===== config.mk =====
export PLATFORM = sky130hd
export DESIGN_NAME = jt12_slotreg_flat
export DESIGN_NICKNAME = d
export VERILOG_FILES = /design/src/rtl/jt12_slotreg_if.sv /design/src/rtl/jt12_slotreg.sv /design/src/flat_wrapper.sv
export SDC_FILE = /design/constraint.sdc
export NUM_CORES = 1
export LEC_CHECK = 0
export BUFFER_PORTS_ARGS = -buffer_cell sky130_fd_sc_hd__buf_2
export CAP_MARGIN = 20
export CORE_MARGIN = 10
export CORE_UTILIZATION = 50
export DETAILED_ROUTE_END_ITERATION = 8
export GPL_TIMING_DRIVEN = 1
export PLACE_DENSITY = 0.67
export SLEW_MARGIN = 20
export SYNTH_ARGS = -nofsm -noshare
export SYNTH_HDL_FRONTEND = slang
export SYNTH_SLANG_ARGS = --single-unit

===== constraint.sdc =====
create_clock -name clk -period 4.1 [get_ports clk]
set_clock_uncertainty 0.15 [all_clocks]
set_input_delay 0.205 -clock clk [delete_from_list [all_inputs] [get_ports clk]]
set_output_delay 0.205 -clock clk [all_outputs]
set_load 0.005 [all_outputs]

===== src/rtl/jt12_slotreg_if.sv =====
// CPU-side register write handshake for the JT12 slot register ring.
// The master issues requests; the slave reports pending, completion and errors.
interface jt12_slotreg_if #(
  parameter int RW = 8
);
  logic          wr;
  logic [2:0]    wr_ch;
  logic [1:0]    wr_op;
  logic [RW-1:0] wr_din;
  logic [RW-1:0] wr_mask;
  logic          busy;
  logic          wr_done;
  logic          err;

  modport master (
    output wr, wr_ch, wr_op, wr_din, wr_mask,
    input  busy, wr_done, err
  );

  modport slave (
    input  wr, wr_ch, wr_op, wr_din, wr_mask,
    output busy, wr_done, err
  );
endinterface


===== src/rtl/jt12_slotreg.sv =====
// Operator-slot sequencer and per-slot register ring with a pending
// masked write that merges when its slot passes the ring head.
module jt12_slotreg #(
  parameter int            NUM_CH = 6,
  parameter int            NUM_OP = 4,
  parameter int            RW     = 8,
  parameter logic [RW-1:0] RSTVAL = '0
) (
  input  logic          clk,
  input  logic          rst,
  input  logic          clk_en,
  jt12_slotreg_if.slave bus,
  output logic [2:0]    cur_ch,
  output logic [1:0]    cur_op,
  output logic          zero,
  output logic          last,
  output logic [RW-1:0] slot_dout
);

  localparam int NS = NUM_CH * NUM_OP;

  typedef enum logic {
    IDLE,
    PEND
  } st_t;

  st_t           st;
  st_t           st_n;
  logic [2:0]    chi;
  logic [1:0]    op;
  logic [RW-1:0] ring [NS];
  logic [2:0]    p_ch;
  logic [1:0]    p_op;
  logic [RW-1:0] p_din;
  logic [RW-1:0] p_mask;
  logic          ch_ok;
  logic          op_ok;
  logic          accept;
  logic          merge;
  logic          bad;
  logic          drop;
  logic          chi_end;
  logic          op_end;
  logic [RW-1:0] tail;

  // YM2612 channel map skips id 3 between the two banks
  assign cur_ch = (NUM_CH == 6 && chi >= 3'd3) ? chi + 3'd1 : chi;
  assign cur_op = op;

  assign chi_end = (chi == 3'(NUM_CH - 1));
  assign op_end  = (op == 2'(NUM_OP - 1));
  assign zero    = (chi == 3'd0) && (op == 2'd0);
  assign last    = chi_end && op_end;

  assign slot_dout = ring[0];
  assign bus.busy  = (st == PEND);

  assign ch_ok = (NUM_CH == 6) ?
                 (bus.wr_ch != 3'd3 && bus.wr_ch != 3'd7) :
                 ({1'b0, bus.wr_ch} < 4'(NUM_CH));
  assign op_ok = ({1'b0, bus.wr_op} < 3'(NUM_OP));

  always_comb begin
    st_n   = st;
    accept = 1'b0;
    merge  = 1'b0;
    bad    = 1'b0;
    drop   = 1'b0;
    unique case (st)
      IDLE: begin
        if (bus.wr) begin
          if (ch_ok && op_ok) begin
            accept = 1'b1;
            st_n   = PEND;
          end else begin
            bad = 1'b1;
          end
        end
      end
      PEND: begin
        drop = bus.wr;
        if (clk_en && cur_ch == p_ch && cur_op == p_op) begin
          merge = 1'b1;
          st_n  = IDLE;
        end
      end
      default: st_n = IDLE;
    endcase
    tail = merge ? ((ring[0] & ~p_mask) | (p_din & p_mask)) : ring[0];
  end

  always_ff @(posedge clk) begin
    if (rst) begin
      st          <= IDLE;
      chi         <= 3'd0;
      op          <= 2'd0;
      p_ch        <= 3'd0;
      p_op        <= 2'd0;
      p_din       <= '0;
      p_mask      <= '0;
      bus.wr_done <= 1'b0;
      bus.err     <= 1'b0;
    end else begin
      st          <= st_n;
      bus.wr_done <= merge;
      if (bad || drop) bus.err <= 1'b1;
      if (accept) begin
        p_ch   <= bus.wr_ch;
        p_op   <= bus.wr_op;
        p_din  <= bus.wr_din;
        p_mask <= bus.wr_mask;
      end
      if (clk_en) begin
        if (chi_end) begin
          chi <= 3'd0;
          op  <= op_end ? 2'd0 : op + 2'd1;
        end else begin
          chi <= chi + 3'd1;
        end
      end
    end
  end

  // Head leaves at stage 0 and re-enters at the tail, possibly merged
  always_ff @(posedge clk) begin
    if (rst) begin
      for (int i = 0; i < NS; i++) ring[i] <= RSTVAL;
    end else if (clk_en) begin
      for (int i = 0; i < NS - 1; i++) ring[i] <= ring[i+1];
      ring[NS-1] <= tail;
    end
  end

endmodule


===== src/flat_wrapper.sv =====
// flat-port wrapper written by rule: the top's interface ports become plain ports
module jt12_slotreg_flat 
#(
  parameter int            NUM_CH = 6,
  parameter int            NUM_OP = 4,
  parameter int            RW     = 8,
  parameter logic [RW-1:0] RSTVAL = '0
)
  (clk, rst, clk_en, cur_ch, cur_op, zero, last, slot_dout, bus_wr, bus_wr_ch, bus_wr_op, bus_wr_din, bus_wr_mask, bus_busy, bus_wr_done, bus_err);
  jt12_slotreg_if #(.RW(RW)) bus_i ();
  input  logic clk;
  input  logic rst;
  input  logic clk_en;
  output logic [2:0] cur_ch;
  output logic [1:0] cur_op;
  output logic zero;
  output logic last;
  output logic [RW-1:0] slot_dout;
  input wire logic [$bits(bus_i.wr)-1:0] bus_wr;
  input wire logic [$bits(bus_i.wr_ch)-1:0] bus_wr_ch;
  input wire logic [$bits(bus_i.wr_op)-1:0] bus_wr_op;
  input wire logic [$bits(bus_i.wr_din)-1:0] bus_wr_din;
  input wire logic [$bits(bus_i.wr_mask)-1:0] bus_wr_mask;
  output wire logic [$bits(bus_i.busy)-1:0] bus_busy;
  output wire logic [$bits(bus_i.wr_done)-1:0] bus_wr_done;
  output wire logic [$bits(bus_i.err)-1:0] bus_err;
  assign bus_i.wr = bus_wr;
  assign bus_i.wr_ch = bus_wr_ch;
  assign bus_i.wr_op = bus_wr_op;
  assign bus_i.wr_din = bus_wr_din;
  assign bus_i.wr_mask = bus_wr_mask;
  assign bus_busy = bus_i.busy;
  assign bus_wr_done = bus_i.wr_done;
  assign bus_err = bus_i.err;
  jt12_slotreg #(.NUM_CH(NUM_CH), .NUM_OP(NUM_OP), .RW(RW), .RSTVAL(RSTVAL)) u_core (.clk(clk), .rst(rst), .clk_en(clk_en), .bus(bus_i), .cur_ch(cur_ch), .cur_op(cur_op), .zero(zero), .last(last), .slot_dout(slot_dout));
endmodule

Word-level counts from Yosys, hierarchy flattened. Memory sizes are Yosys's and may differ from the RTL's. Cells that the tools add are included.

Add/sub/neg operators: 2. Magnitude comparators: 1. Eq/ne operators: 6. Muxes and demuxes: 44. Bitwise logic cells: 29. Reduce and logical (&&, ||, !) cells: 9.

Operators with widths (number): $mux 8 (25); $or 1x1->1 (24); $and 8x8->8 (2); $mux 1 (15); $not 8->8 (1); $or 8x8->8 (1); $mux 3 (2); $logic_and 1x1->1 (5); $add 3x1->3 const B (1); $eq 3x3->1 (1); $eq 3x3->1 const B (1); $ge 3x2->1 const B (1); $logic_not 3->1 (1); $ne 3x2->1 const B (1); $ne 3x3->1 const B (1); $add 2x1->2 const B (1); $eq 2x2->1 (1); $eq 2x2->1 const B (1); $logic_not 2->1 (1); $mux 2 (1); $pmux 1 s2 (1); $reduce_and 2->1 (1); $logic_or 1x1->1 (1); $not 1->1 (1).

Register bits: 29. RAM bits: 192. Input bits: 25. Output and inout port bits: 18. Logic and storage cells: 101. Memories: 1.

Memories: u_core.ring (words 24, bits a word 8, read ports 24, clocked after Yosys merged registers in 0, wr ports 24, line jt12_slotreg.sv:31) `logic [RW-1:0] ring [NS];`.

Logic depth before layout (Yosys ltp).
Word-level depth: 9. Mapped depth: 9. Mapped depth without buffers: 7.

Worst setup path before layout. OpenSTA, ideal clock, no wires.

Kind: input -> register. From: input port rst. To: memory u_core.ring[0][0], enable pin. Setup time: 472 ps. Data arrival time: 3096 ps. Required time: 3478 ps. Path slack: 382 ps. Stages on the path: 3. Buffers on the path: 2. Path through: clkbuf_1 > clkbuf_1 > or2_2.

RTL lines: start: declaration (line flat_wrapper.sv:12) `input logic rst;`; end: declaration (line jt12_slotreg.sv:31).

==> flow_metrics.py <==
metrics = {
    "worst_setup_path": {
        "worstSetupPathType": "flop to flop",
        "cpMaxStageDelayCell": "dfxtp_1",
        "critPathRequiredTime_ns": 4.20,
        "r2r_setup_slack_ns": 1.28,
        "reg2reg_to": "u_core.ring[11][15]",
        "cp.arrival_ns": 2.93,
        "end_kind": "flop",
        "cp-start-kind": "flop",
        "cp_max_fo": 18,
        "cp-startpoint": "u_core.chi[2]",
        "worstReg2RegStart": "u_core.chi[2]",
        "critPathMaxStageDelay_ns": 0.54,
        "crit_chain": "inv_1, ha_1, o31ai_1, and3_4, o211ai_4, o311a_1, a31o_1",
        "rr_worst_depth": 7,
    },
    "floorplan": {
        "core_um2": 17200,
        "io_pins": 43,
        "die_h_um": 152,
        "start_util_pct": 50.6,
        "fp.dieW_um": 152,
        "rows": 48,
        "dieArea_um2": 23100,
    },
    "synth": {
        "async_flop_share_pct": 0,
        "synthTopCellsByArea": "edfxtp_1 (66%), and2_1 (10%), dfxtp_1 (6.7%)",
        "ys_ff_latch": 221,
        "synth-edff-count": 192,
        "syn-num-nets": 637,
        "syn-cell-area_um2": 8690,
        "synth_top_cells_by_count": "edfxtp_1 (192), and2_1 (145), nand2_1 (46)",
        "synth_top_cell_area_share_pct": 66.3,
        "syn_avg_cell_area_um2": 14.3,
        "synth_cell_types": 38,
        "yosysWarnings": 0,
        "yosysTopAreaCell": "edfxtp_1",
        "syn-instance-count": 606,
        "synth_seq_area_share_pct": 73.0,
        "yosysMostFrequentCell": "edfxtp_1",
        "synth_ff_type": "edfxtp_1",
    },
    "timing": {
        "max_freq_mhz": 354,
        "fin_setup_tns_ns": 0,
        "fin_crit_sh_pct": 68.9,
        "setup_violations": 0,
        "setup_ws_ns": 1.28,
        "rsz0062_at_grt": "false",
        "slew_headroom_pct": 51.9,
        "hold_viol": 0,
        "drv_slew": 0,
        "fin_crit_ns": 2.82,
        "worst_pin_slew_ns": 0.722,
    },
    "grt": {
        "overflow": 0,
        "grt_pass1_wl_um": 23800,
        "grt_pass1_vias": 4597,
        "grt_usage_pct": 12.1,
        "antenna_found_initial": 0,
        "grt_max_degree": 145,
    },
    "place": {
        "dp_hpwl_um": 7900,
        "gp_congestion": 0.751,
        "io_buffers": 42,
        "pre_cts_ws_ns": 1.34,
    },
    "cts": {
        "root_buffer": "clkbuf_16",
        "post_cts_buffers": 0,
        "cts_tree": "built",
        "cts.sinks": 221,
        "path_clk_slew_ns": 0.06,
        "cts-root-to-sink-buffers": 3,
        "clk_latency_ns": 0.50,
        "ctsHtreeMaxLevel": 1,
        "ctsResizeCount": 0,
        "numCtsBuffers": 23,
    },
    "power_and_ir_drop": {
        "power_density_nw_per_um2": 487,
        "p_leak_uw": 0.00390,
        "peakVddDrop_uv": 360,
    },
    "worst_hold_path": {
        "holdPathEnd": "u_core.chi[2]",
        "min_path_cells": 3,
        "hold_path.class": "input port to flop",
        "hold_start": "rst",
    },
    "finish": {
        "nNetsFinal": 691,
        "area_growth_pct": 14.9,
        "diodes": 0,
        "drive_gt1_share_pct": 13.9,
    },
    "drt": {
        "drc": 0,
        "antenna_left": 0,
        "vias": 4576,
        "dr.first_iter.drc_count": 254,
        "vias_per_cell": 5.08,
        "drt_first_pass_iters": 6,
        "wirelength_um": 14300,
        "wire_per_inst_um": 15.9,
    },
    "outcome": {
        "outcome": "complete, no violations",
    },
    "run": {
        "maxCapViolations": 0,
    },
}
power breakdown:
group	internal, uW	switching [uW]	total (uW)
clock network	1160	792	1950
registers	2600	51.9	2650
logic	104	158	261
critical path: cells and delay by family, from the launching register on:
| family | cells | cell delay (ns) |
|---|---|---|
| compound gates | 4 | 1.22 |
| flops | 1 | 0.54 |
| fa+ha+maj | 1 | 0.28 |
| simple gates | 1 | 0.27 |
| buf+inv | 1 | 0.11 |
layout make-up:
cell class / instances / area [um2]
Timing Repair Buffer: 72 / 526
Clock inverter: 7 / 86.3
Tap cell: 225 / 282
Sequential cell: 221 / 6350
Clock buffer: 33 / 613
Inverter: 8 / 30.0
Multi-Input combinational cell: 334 / 2100
Fill cell: 1367 / 7190
sequential cells by signal (all words and copies together), names as in the netlist, 2 cells and up:
| name | count |
|---|---|
| u_core.p_op | 2 |
| u_core.p_ch | 3 |
| u_core.p_din | 8 |
| u_core.chi | 3 |
| u_core.cur_op | 2 |
| u_core.p_mask | 8 |
| u_core.ring | 192 |
kinds of logic (layout without fill, tap and decap cells):
| kind of cell | Yosys count | in the layout | synth area share (%) |
|---|---|---|---|
| simple gates | 270 | 270 | 18.3 |
| compound gates | 52 | 52 | 4.28 |
| buf+inv | 51 | 120 | 2.89 |
| flops | 221 | 221 | 73.0 |
| fa+ha+maj | 6 | 6 | 0.864 |
| xor+xnor | 3 | 3 | 0.302 |
| mux | 3 | 3 | 0.346 |
how the worst max path moves through the flow:
stage / endpoint / slack, ns / cells past startpoint
after floorplan: u_core.ring[0][0] / 0.38 / 3
after global placement: u_core.ring[11][12] / 1.48 / 7
after detailed placement: u_core.ring[11][11] / 1.34 / 7
after CTS: u_core.ring[11][11] / 1.33 / 7
after global routing: u_core.ring[11][15] / 1.10 / 7
final: u_core.ring[11][15] / 1.28 / 7
through the flow:
step                hold WS, ns  instance area [um2]  util (%)  instances  power (uW)
finish                    0.191                 9980      58.1        900        4860
global route              0.250                 9980      58.1        900        5050
CTS                       0.210                 9960      58.0        899        4910
detailed placement        0.297                 9030      52.6        836        2930
global placement          0.296                 9030      52.6        836        2920
floorplan                 0.191                 8690         -        606        2870
layout by cell type, fill, tap and decap left out, types with 3 or more instances in the layout:
| cell type | count |
|---|---|
| inv_1 | 7 |
| clkinv_1 | 3 |
| ha_1 | 6 |
| a21oi_1 | 28 |
| nor2b_1 | 41 |
| clkbuf_1 | 10 |
| a31o_1 | 8 |
| buf_2 | 42 |
| nor3_1 | 3 |
| dfxtp_1 | 29 |
| o311a_1 | 8 |
| buf_4 | 5 |
| edfxtp_1 | 192 |
| nand2_1 | 46 |
| clkbuf_16 | 23 |
| nand3_1 | 10 |
| xor2_1 | 3 |
| nor3_2 | 8 |
| and2_1 | 145 |
| mux2i_1 | 3 |
| nor2_1 | 6 |
| dlygate4sd3_1 | 23 |
metal layers:
layer  up-vias  wire length [um]  GRT usage, %
met4         0               487          5.23
li1       2216                 -             -
met1      2229              6610          16.4
met5         -                 0             0
met2        92              6620          18.4
met3        39               576          2.43
repair_timing:
action | CTS | global route
hold endpoints to repair | 25 | 0
endpoints found under the setup margin | 0 | 0
hold buffers | 23 | 0
No activity file was read; power rests on OpenSTA's default activity.
